[src/rtl/stdlib_pkg.sv]
// Shared constants, beat payload type and count-width helper for the
// stdlib queue blocks.
//   WIDTH    : data width of one beat
//   TAG_W    : source tag width
//   NUM_TAGS : number of distinct source tags
//   cnt_w(d) : width needed to hold 0..d
`timescale 1ns/1ps
package stdlib_pkg;

    localparam int unsigned WIDTH    = 8;
    localparam int unsigned TAG_W    = 2;
    localparam int unsigned NUM_TAGS = 2 ** TAG_W;

    typedef struct packed {
        logic [TAG_W-1:0] tag;
        logic [WIDTH-1:0] bits;
    } tagged_beat_t;

    function automatic int unsigned cnt_w(input int unsigned depth);
        return $clog2(depth + 1);
    endfunction

endpackage

[src/rtl/stdlib_tagged_queue_if.sv]
// Enqueue/dequeue ready-valid bundle for stdlib_tagged_queue.
//   slave  : queue side (accepts enq, presents deq)
//   master : environment side (offers enq, consumes deq)
`timescale 1ns/1ps
interface stdlib_tagged_queue_if import stdlib_pkg::*; ();

    logic             io_enq_valid;
    logic             io_enq_ready;
    logic [WIDTH-1:0] io_enq_bits;
    logic [TAG_W-1:0] io_enq_tag;
    logic             io_deq_valid;
    logic             io_deq_ready;
    logic [WIDTH-1:0] io_deq_bits;
    logic [TAG_W-1:0] io_deq_tag;

    modport slave (
        input  io_enq_valid, io_enq_bits, io_enq_tag, io_deq_ready,
        output io_enq_ready, io_deq_valid, io_deq_bits, io_deq_tag
    );

    modport master (
        output io_enq_valid, io_enq_bits, io_enq_tag, io_deq_ready,
        input  io_enq_ready, io_deq_valid, io_deq_bits, io_deq_tag
    );

endinterface

[src/rtl/stdlib_tag_counter.sv]
// Up/down occupancy counter; inc and dec together leave the value unchanged.
//   clk, reset (async active-low), inc, dec, value (registered)
`timescale 1ns/1ps
module stdlib_tag_counter #(
    parameter int unsigned W = 3
) (
    input  logic         clk,
    input  logic         reset,
    input  logic         inc,
    input  logic         dec,
    output logic [W-1:0] value
);

    always_ff @(posedge clk or negedge reset) begin
        if (!reset) begin
            value <= '0;
        end else if (inc && !dec) begin
            value <= value + W'(1);
        end else if (dec && !inc) begin
            value <= value - W'(1);
        end
    end

endmodule

[src/rtl/stdlib_tagged_queue.sv]
// Tagged circular FIFO downstream of the round-robin arbiter, with total and
// per-source occupancy counts.
//   clk, reset (async active-low)
//   q               : enq/deq ready-valid bundle (slave side)
//   io_count        : total occupancy
//   io_tag_count_n  : occupancy per source tag n = 0..3
// Optional macro STDLIB_QUEUE_FLOW_EN: an empty queue passes the enq beat
// straight to deq in the same cycle.
`timescale 1ns/1ps
module stdlib_tagged_queue import stdlib_pkg::*; #(
    parameter int unsigned DEPTH = 4
) (
    input  logic                        clk,
    input  logic                        reset,
    stdlib_tagged_queue_if.slave        q,
    output logic [cnt_w(DEPTH)-1:0]     io_count,
    output logic [cnt_w(DEPTH)-1:0]     io_tag_count_0,
    output logic [cnt_w(DEPTH)-1:0]     io_tag_count_1,
    output logic [cnt_w(DEPTH)-1:0]     io_tag_count_2,
    output logic [cnt_w(DEPTH)-1:0]     io_tag_count_3
);

    localparam int unsigned PTR_W = $clog2(DEPTH);
    localparam int unsigned CNT_W = cnt_w(DEPTH);

    tagged_beat_t     mem [DEPTH];
    logic [PTR_W-1:0] enq_ptr;
    logic [PTR_W-1:0] deq_ptr;
    logic             maybe_full;

    logic             ptr_match_c;
    logic             empty_c;
    logic             full_c;
    logic             enq_fire_c;
    logic             deq_fire_c;
    logic             do_enq_c;
    logic             do_deq_c;
    tagged_beat_t     head_c;
    tagged_beat_t     enq_beat_c;
    logic [CNT_W-1:0] tag_cnt [NUM_TAGS];

    function automatic logic [PTR_W-1:0] ptr_next(input logic [PTR_W-1:0] p);
        return (p == PTR_W'(DEPTH - 1)) ? '0 : p + PTR_W'(1);
    endfunction

    // Full/empty from registers only, so enq_ready never depends on deq_ready
    assign ptr_match_c = (enq_ptr == deq_ptr);
    assign empty_c     = ptr_match_c && !maybe_full;
    assign full_c      = ptr_match_c && maybe_full;

    assign enq_beat_c.tag  = q.io_enq_tag;
    assign enq_beat_c.bits = q.io_enq_bits;

    assign q.io_enq_ready = !full_c;
    assign enq_fire_c     = q.io_enq_valid && !full_c;

`ifdef STDLIB_QUEUE_FLOW_EN
    // Empty queue forwards the offered beat; a taken bypass touches no state
    logic flow_c;
    assign flow_c         = empty_c && q.io_enq_valid;
    assign q.io_deq_valid = !empty_c || q.io_enq_valid;
    assign head_c         = empty_c ? enq_beat_c : mem[deq_ptr];
    assign deq_fire_c     = q.io_deq_valid && q.io_deq_ready;
    assign do_enq_c       = enq_fire_c && !(flow_c && q.io_deq_ready);
    assign do_deq_c       = deq_fire_c && !flow_c;
`else
    assign q.io_deq_valid = !empty_c;
    assign head_c         = mem[deq_ptr];
    assign deq_fire_c     = q.io_deq_valid && q.io_deq_ready;
    assign do_enq_c       = enq_fire_c;
    assign do_deq_c       = deq_fire_c;
`endif

    assign q.io_deq_bits = head_c.bits;
    assign q.io_deq_tag  = head_c.tag;

    // Data array is intentionally not reset
    always_ff @(posedge clk) begin
        if (do_enq_c) begin
            mem[enq_ptr] <= enq_beat_c;
        end
    end

    // Pointer and full/empty disambiguation state
    always_ff @(posedge clk or negedge reset) begin
        if (!reset) begin
            enq_ptr    <= '0;
            deq_ptr    <= '0;
            maybe_full <= 1'b0;
        end else begin
            if (do_enq_c) begin
                enq_ptr <= ptr_next(enq_ptr);
            end
            if (do_deq_c) begin
                deq_ptr <= ptr_next(deq_ptr);
            end
            if (do_enq_c != do_deq_c) begin
                maybe_full <= do_enq_c;
            end
        end
    end

    // Total occupancy
    stdlib_tag_counter #(.W(CNT_W)) u_total_cnt (
        .clk   (clk),
        .reset (reset),
        .inc   (do_enq_c),
        .dec   (do_deq_c),
        .value (io_count)
    );

    // Per-source occupancy; same-tag enq+deq cancels inside the counter
    for (genvar g = 0; g < NUM_TAGS; g++) begin : g_tag_cnt
        logic inc_c;
        logic dec_c;
        assign inc_c = do_enq_c && (q.io_enq_tag == TAG_W'(g));
        assign dec_c = do_deq_c && (head_c.tag == TAG_W'(g));

        stdlib_tag_counter #(.W(CNT_W)) u_cnt (
            .clk   (clk),
            .reset (reset),
            .inc   (inc_c),
            .dec   (dec_c),
            .value (tag_cnt[g])
        );
    end

    assign io_tag_count_0 = tag_cnt[0];
    assign io_tag_count_1 = tag_cnt[1];
    assign io_tag_count_2 = tag_cnt[2];
    assign io_tag_count_3 = tag_cnt[3];

endmodule

[src/flat_wrapper.sv]
// flat-port wrapper written by rule: the top's interface ports become plain ports
module stdlib_tagged_queue_flat import stdlib_pkg::*;
#(
    parameter int unsigned DEPTH = 4
)
  (clk, reset, io_count, io_tag_count_0, io_tag_count_1, io_tag_count_2, io_tag_count_3, q_io_enq_valid, q_io_enq_bits, q_io_enq_tag, q_io_deq_ready, q_io_enq_ready, q_io_deq_valid, q_io_deq_bits, q_io_deq_tag);
  stdlib_tagged_queue_if q_i ();
  input  logic clk;
  input  logic reset;
  output logic [cnt_w(DEPTH)-1:0] io_count;
  output logic [cnt_w(DEPTH)-1:0] io_tag_count_0;
  output logic [cnt_w(DEPTH)-1:0] io_tag_count_1;
  output logic [cnt_w(DEPTH)-1:0] io_tag_count_2;
  output logic [cnt_w(DEPTH)-1:0] io_tag_count_3;
  input wire logic [$bits(q_i.io_enq_valid)-1:0] q_io_enq_valid;
  input wire logic [$bits(q_i.io_enq_bits)-1:0] q_io_enq_bits;
  input wire logic [$bits(q_i.io_enq_tag)-1:0] q_io_enq_tag;
  input wire logic [$bits(q_i.io_deq_ready)-1:0] q_io_deq_ready;
  output wire logic [$bits(q_i.io_enq_ready)-1:0] q_io_enq_ready;
  output wire logic [$bits(q_i.io_deq_valid)-1:0] q_io_deq_valid;
  output wire logic [$bits(q_i.io_deq_bits)-1:0] q_io_deq_bits;
  output wire logic [$bits(q_i.io_deq_tag)-1:0] q_io_deq_tag;
  assign q_i.io_enq_valid = q_io_enq_valid;
  assign q_i.io_enq_bits = q_io_enq_bits;
  assign q_i.io_enq_tag = q_io_enq_tag;
  assign q_i.io_deq_ready = q_io_deq_ready;
  assign q_io_enq_ready = q_i.io_enq_ready;
  assign q_io_deq_valid = q_i.io_deq_valid;
  assign q_io_deq_bits = q_i.io_deq_bits;
  assign q_io_deq_tag = q_i.io_deq_tag;
  stdlib_tagged_queue #(.DEPTH(DEPTH)) u_core (.clk(clk), .reset(reset), .q(q_i), .io_count(io_count), .io_tag_count_0(io_tag_count_0), .io_tag_count_1(io_tag_count_1), .io_tag_count_2(io_tag_count_2), .io_tag_count_3(io_tag_count_3));
endmodule
[config.mk]
export PLATFORM = sky130hd
export DESIGN_NAME = stdlib_tagged_queue_flat
export DESIGN_NICKNAME = d
export VERILOG_FILES = /design/src/rtl/stdlib_pkg.sv /design/src/rtl/stdlib_tagged_queue_if.sv /design/src/rtl/stdlib_tag_counter.sv /design/src/rtl/stdlib_tagged_queue.sv /design/src/flat_wrapper.sv
export SDC_FILE = /design/constraint.sdc
export NUM_CORES = 1
export LEC_CHECK = 0
export BUFFER_PORTS_ARGS = -buffer_cell sky130_fd_sc_hd__buf_4
export CORE_ASPECT_RATIO = 0.9
export CORE_MARGIN = 1
export CORE_UTILIZATION = 50
export CTS_CLUSTER_DIAMETER = 150
export CTS_CLUSTER_SIZE = 16
export DETAILED_ROUTE_END_ITERATION = 8
export GPL_TIMING_DRIVEN = 0
export HOLD_SLACK_MARGIN = 0.12
export PLACE_DENSITY = 0.85
export SLEW_MARGIN = 10
export SYNTH_ARGS = -nofsm -noshare
export SYNTH_HDL_FRONTEND = slang
export SYNTH_SLANG_ARGS = --single-unit
[constraint.sdc]
create_clock -name clk -period 2.4 [get_ports clk]
set_clock_uncertainty 0.2 [all_clocks]
set_input_delay 0.24 -clock clk [delete_from_list [all_inputs] [get_ports clk]]
set_output_delay 0.24 -clock clk [all_outputs]
set_load 0.005 [all_outputs]
==> flow_summary_export.csv <==
group,metric,value,unit
min_path,min_path_type,"input pin to async pin",
layout,layout-drive-gt1-share,0.5064,
timing,fmax,371.3,MHz
power,combinationalPowerShare,0.464,
timing,layout_setup_ws,-0.2929,ns
layout,diodes,0,
power,p_total,4.899,mW
floorplanning,dieHeight,70.76,um
timing,fin_crit_sh,1.122,
global_routing,grt_overflow,0,
power,p_int,3.267,mW
clock_tree,clk_latency,0.33,ns
worst_setup_path,start_kind,"register",
floorplanning,core,4955,um^2
routing,postRouteAntennaNets,0,
timing,finalCriticalPeriod,2.693,ns
flow_run,cap_violations,0,
floorplanning,ioPinCount,41,
worst_setup_path,critPathKind,"register to register",
synth,synth_nets,177,
synth,synthXorXnorAreaFrac,0.05669,
worst_setup_path,path_max_fanout,5,
placed_design,routabilityCongestion,0.6702,
floorplanning,initial_core_util,0.5301,
layout,layout_common_cells,"buf_4, edfxtp_1, dfrtp_1, clkbuf_8, dlygate4sd3_1",
placed_design,dp_slack,-0.3681,ns
clock_tree,cts.path.max_buffers,2,
power,switching_share,0.3331,
power,p_sw,1.632,mW
synth,synth_cells,148,
synth,synth.avg_cell_area,17.75,um^2
timing,drv_slew,0,
power,p_leak,1.452,nW
layout,finalNetCount,257,
clock_tree,root_buffer,"clkbuf_8",
clock_tree,cts_tree,"done",
global_routing,grt_pass1_vias,1733,
worst_setup_path,max_stage_delay,0.59,ns
layout,final_common_cell,"buf_4",
routing,detail_route.wl_per_cell,20.14,um
power,power_frac_clock,0.176,
synth,ys.flop_type,"edfxtp_1",
routing,drtIter0Drc,90,
synth,yosys.area_share.simple,0.05050,
placed_design,port-buffer-count,40,
worst_setup_path,end_kind,"register",
synth,synth.top_cell.area_share,0.4574,
routing,post-route-drc-count,0,
synth,async_flop_share,0.3333,
worst_setup_path,critPathRequiredTime,2.42,ns
synth,synthMuxAreaShare,0.1286,
global_routing,antenna_found_initial,0,
synth,ys_types,23,
clock_tree,htreeDepth,3,
timing,setup_violations,10,
synth,ys_ff_latch,60,
synth,synth-seq-area-share,0.6479,
power,seqPwrFrac,0.360,
power,power_density,1358,nW/um^2
floorplanning,die_x,78.40,um
synth,synth_area,2626,um^2
synth,yosys.area_share.adder,0.08576,
synth,synth-compound-area-share,0.008576,
worst_setup_path,crit_chain,"mux4_2, or3_4, ha_4, inv_2, fa_2, mux2_4",
power,peakVddDrop,0.0007889,V
timing,rsz0062_at_grt,"true",
routing,wl,6.002,mm
synth,synth_area_leaders,"edfxtp_1, dfrtp_1, mux4_2, ha_1, xor2_1",
synth,yosysWarnings,0,
global_routing,grt_pass1_wl,8.487,mm
worst_setup_path,crit_slowest_cell,"mux4_2",
clock_tree,cts_made_buffers,9,
routing,vias_per_cell,5.386,
routing,vias,1605,
clock_tree,cts_num_sinks,60,
routing,first_pass_iters,6,
timing,worstMarginPinSlew,0.5742,ns
outcome,status,"finished, violations left",
global_routing,track_usage,0.2173,
global_routing,grt_max_degree,21,
placed_design,place_hpwl,3.291,mm
synth,synth_edf_count,40,
floorplanning,rows,24,
timing,slew_headroom,0.6172,
timing,hold_violations,0,
synth,yosys.area.top_type,"edfxtp_1",
outcome,failed_checks,"setup timing",
worst_setup_path,worstPathArrival,2.71,ns
layout,fillerInstances,286,
clock_tree,path_clk_slew,0.07,ns
floorplanning,die_area,5547,um^2
layout,syn_to_final_growth,37.40,%
synth,synth_top_family_by_area,"multiplexers",
power by group through the flow:
stage          logic [mW]  registers, mW  clock network (mW)
6_report             2.27           1.76               0.865
5_1_grt              2.45           1.79               0.915
3_3_place_gp         1.62           1.69                   0
4_1_cts              2.02           1.73               0.859
3_5_place_dp         1.75           1.73                   0
2_1_floorplan        1.04           1.68                   0
worst max-delay path: cells and delay by family (launching register included):
family | cells | cell delay, ns
mux | 2 | 0.87
simple gates | 1 | 0.42
flops | 1 | 0.44
buf+inv | 1 | 0.05
fa+ha+maj | 2 | 0.59
sequential cells by signal (all words and copies together), names as in the netlist:
name	cells
u_core.g_tag_cnt.u_cnt.value	12
u_core.enq_ptr	2
u_core.deq_ptr	2
u_core.maybe_full	1
u_core.u_total_cnt.value	3
u_core.mem	40
worst paths after layout:
check | from | to | slack [ns] | cells past startpoint
worst max-delay path | u_core.deq_ptr[0] | u_core.g_tag_cnt[0].u_cnt.value[1] | -0.29 | 6
worst min-delay path | reset | u_core.g_tag_cnt[3].u_cnt.value[2] | 0.12 | 2
worst max register to register | u_core.deq_ptr[0] | u_core.g_tag_cnt[0].u_cnt.value[1] | -0.29 | 6
min in group clk | u_core.g_tag_cnt[2].u_cnt.value[2] | u_core.g_tag_cnt[2].u_cnt.value[2] | 0.27 | 1
max in group asynchronous | reset | u_core.deq_ptr[1] | 1.63 | 2
worst min register to register | u_core.g_tag_cnt[2].u_cnt.value[2] | u_core.g_tag_cnt[2].u_cnt.value[2] | 0.27 | 1
logic make-up (layout without fill, tap and decap cells):
| group | count (synthesis) | count (layout) |
|---|---|---|
| adders and majority gates | 15 | 15 |
| muxes | 20 | 20 |
| and+or+nand+nor | 23 | 23 |
| DFF | 60 | 60 |
| xor gates and xnor gates | 17 | 17 |
| AOI/OAI and AO/OA | 2 | 2 |
| buffers and inverters | 11 | 96 |
layer usage:
layer  GRT usage  vias up  part of all wire
met5           0        -                 0
met4      0.1070        0             0.026
met3     0.06968       21             0.053
met2      0.3821       70              0.54
met1      0.2377      818              0.38
li1            -      696                 -
final cells by class:
type,count,area [um^2],area share
inverters,8,32.53,0.009015
well taps,65,81.33,0.02254
flip-flops and latches,60,1707,0.4730
repair buffers,70,573.1,0.1588
plain buffers,2,22.52,0.006241
clock inverters,1,5.005,0.001387
clock buffers,15,186.4,0.05166
multi-input cells,77,1001,0.2774
cells in the mapped netlist, drive strengths merged (2+ instances only):
master  instances
dfrtp          20
and3b           2
mux2           10
and2            4
nand2           3
xnor2           5
or3b            2
buf             3
fa              5
nor2            8
mux4           10
inv             8
xor2           12
edfxtp         40
ha             10
metrics by stage:
| step | util | hold WS (ns) | instances | instance area [um^2] | setup TNS (ns) |
|---|---|---|---|---|---|
| after floorplan | - | -0.2556 | 148 | 2635 | -0.6259 |
| after global placement | 0.6088 | -0.07486 | 253 | 3017 | -2.228 |
| after detailed placement | 0.6088 | -0.06451 | 253 | 3017 | -3.024 |
| after CTS | 0.7040 | 0.1252 | 290 | 3488 | -2.067 |
| after global routing | 0.7283 | 0.1518 | 298 | 3608 | -2.617 |
| final | 0.7283 | 0.1206 | 298 | 3608 | -2.011 |
timing repair:
item                                   4_1_cts  5_1_grt
setup buffers                               10        9
setup endpoints to repair                   10       10
endpoints found under the hold margin       60        0
resized for setup                           21       13
pin swaps                                   14       21
hold buffers                                11        0
Power figures use the tool's default switching activity.
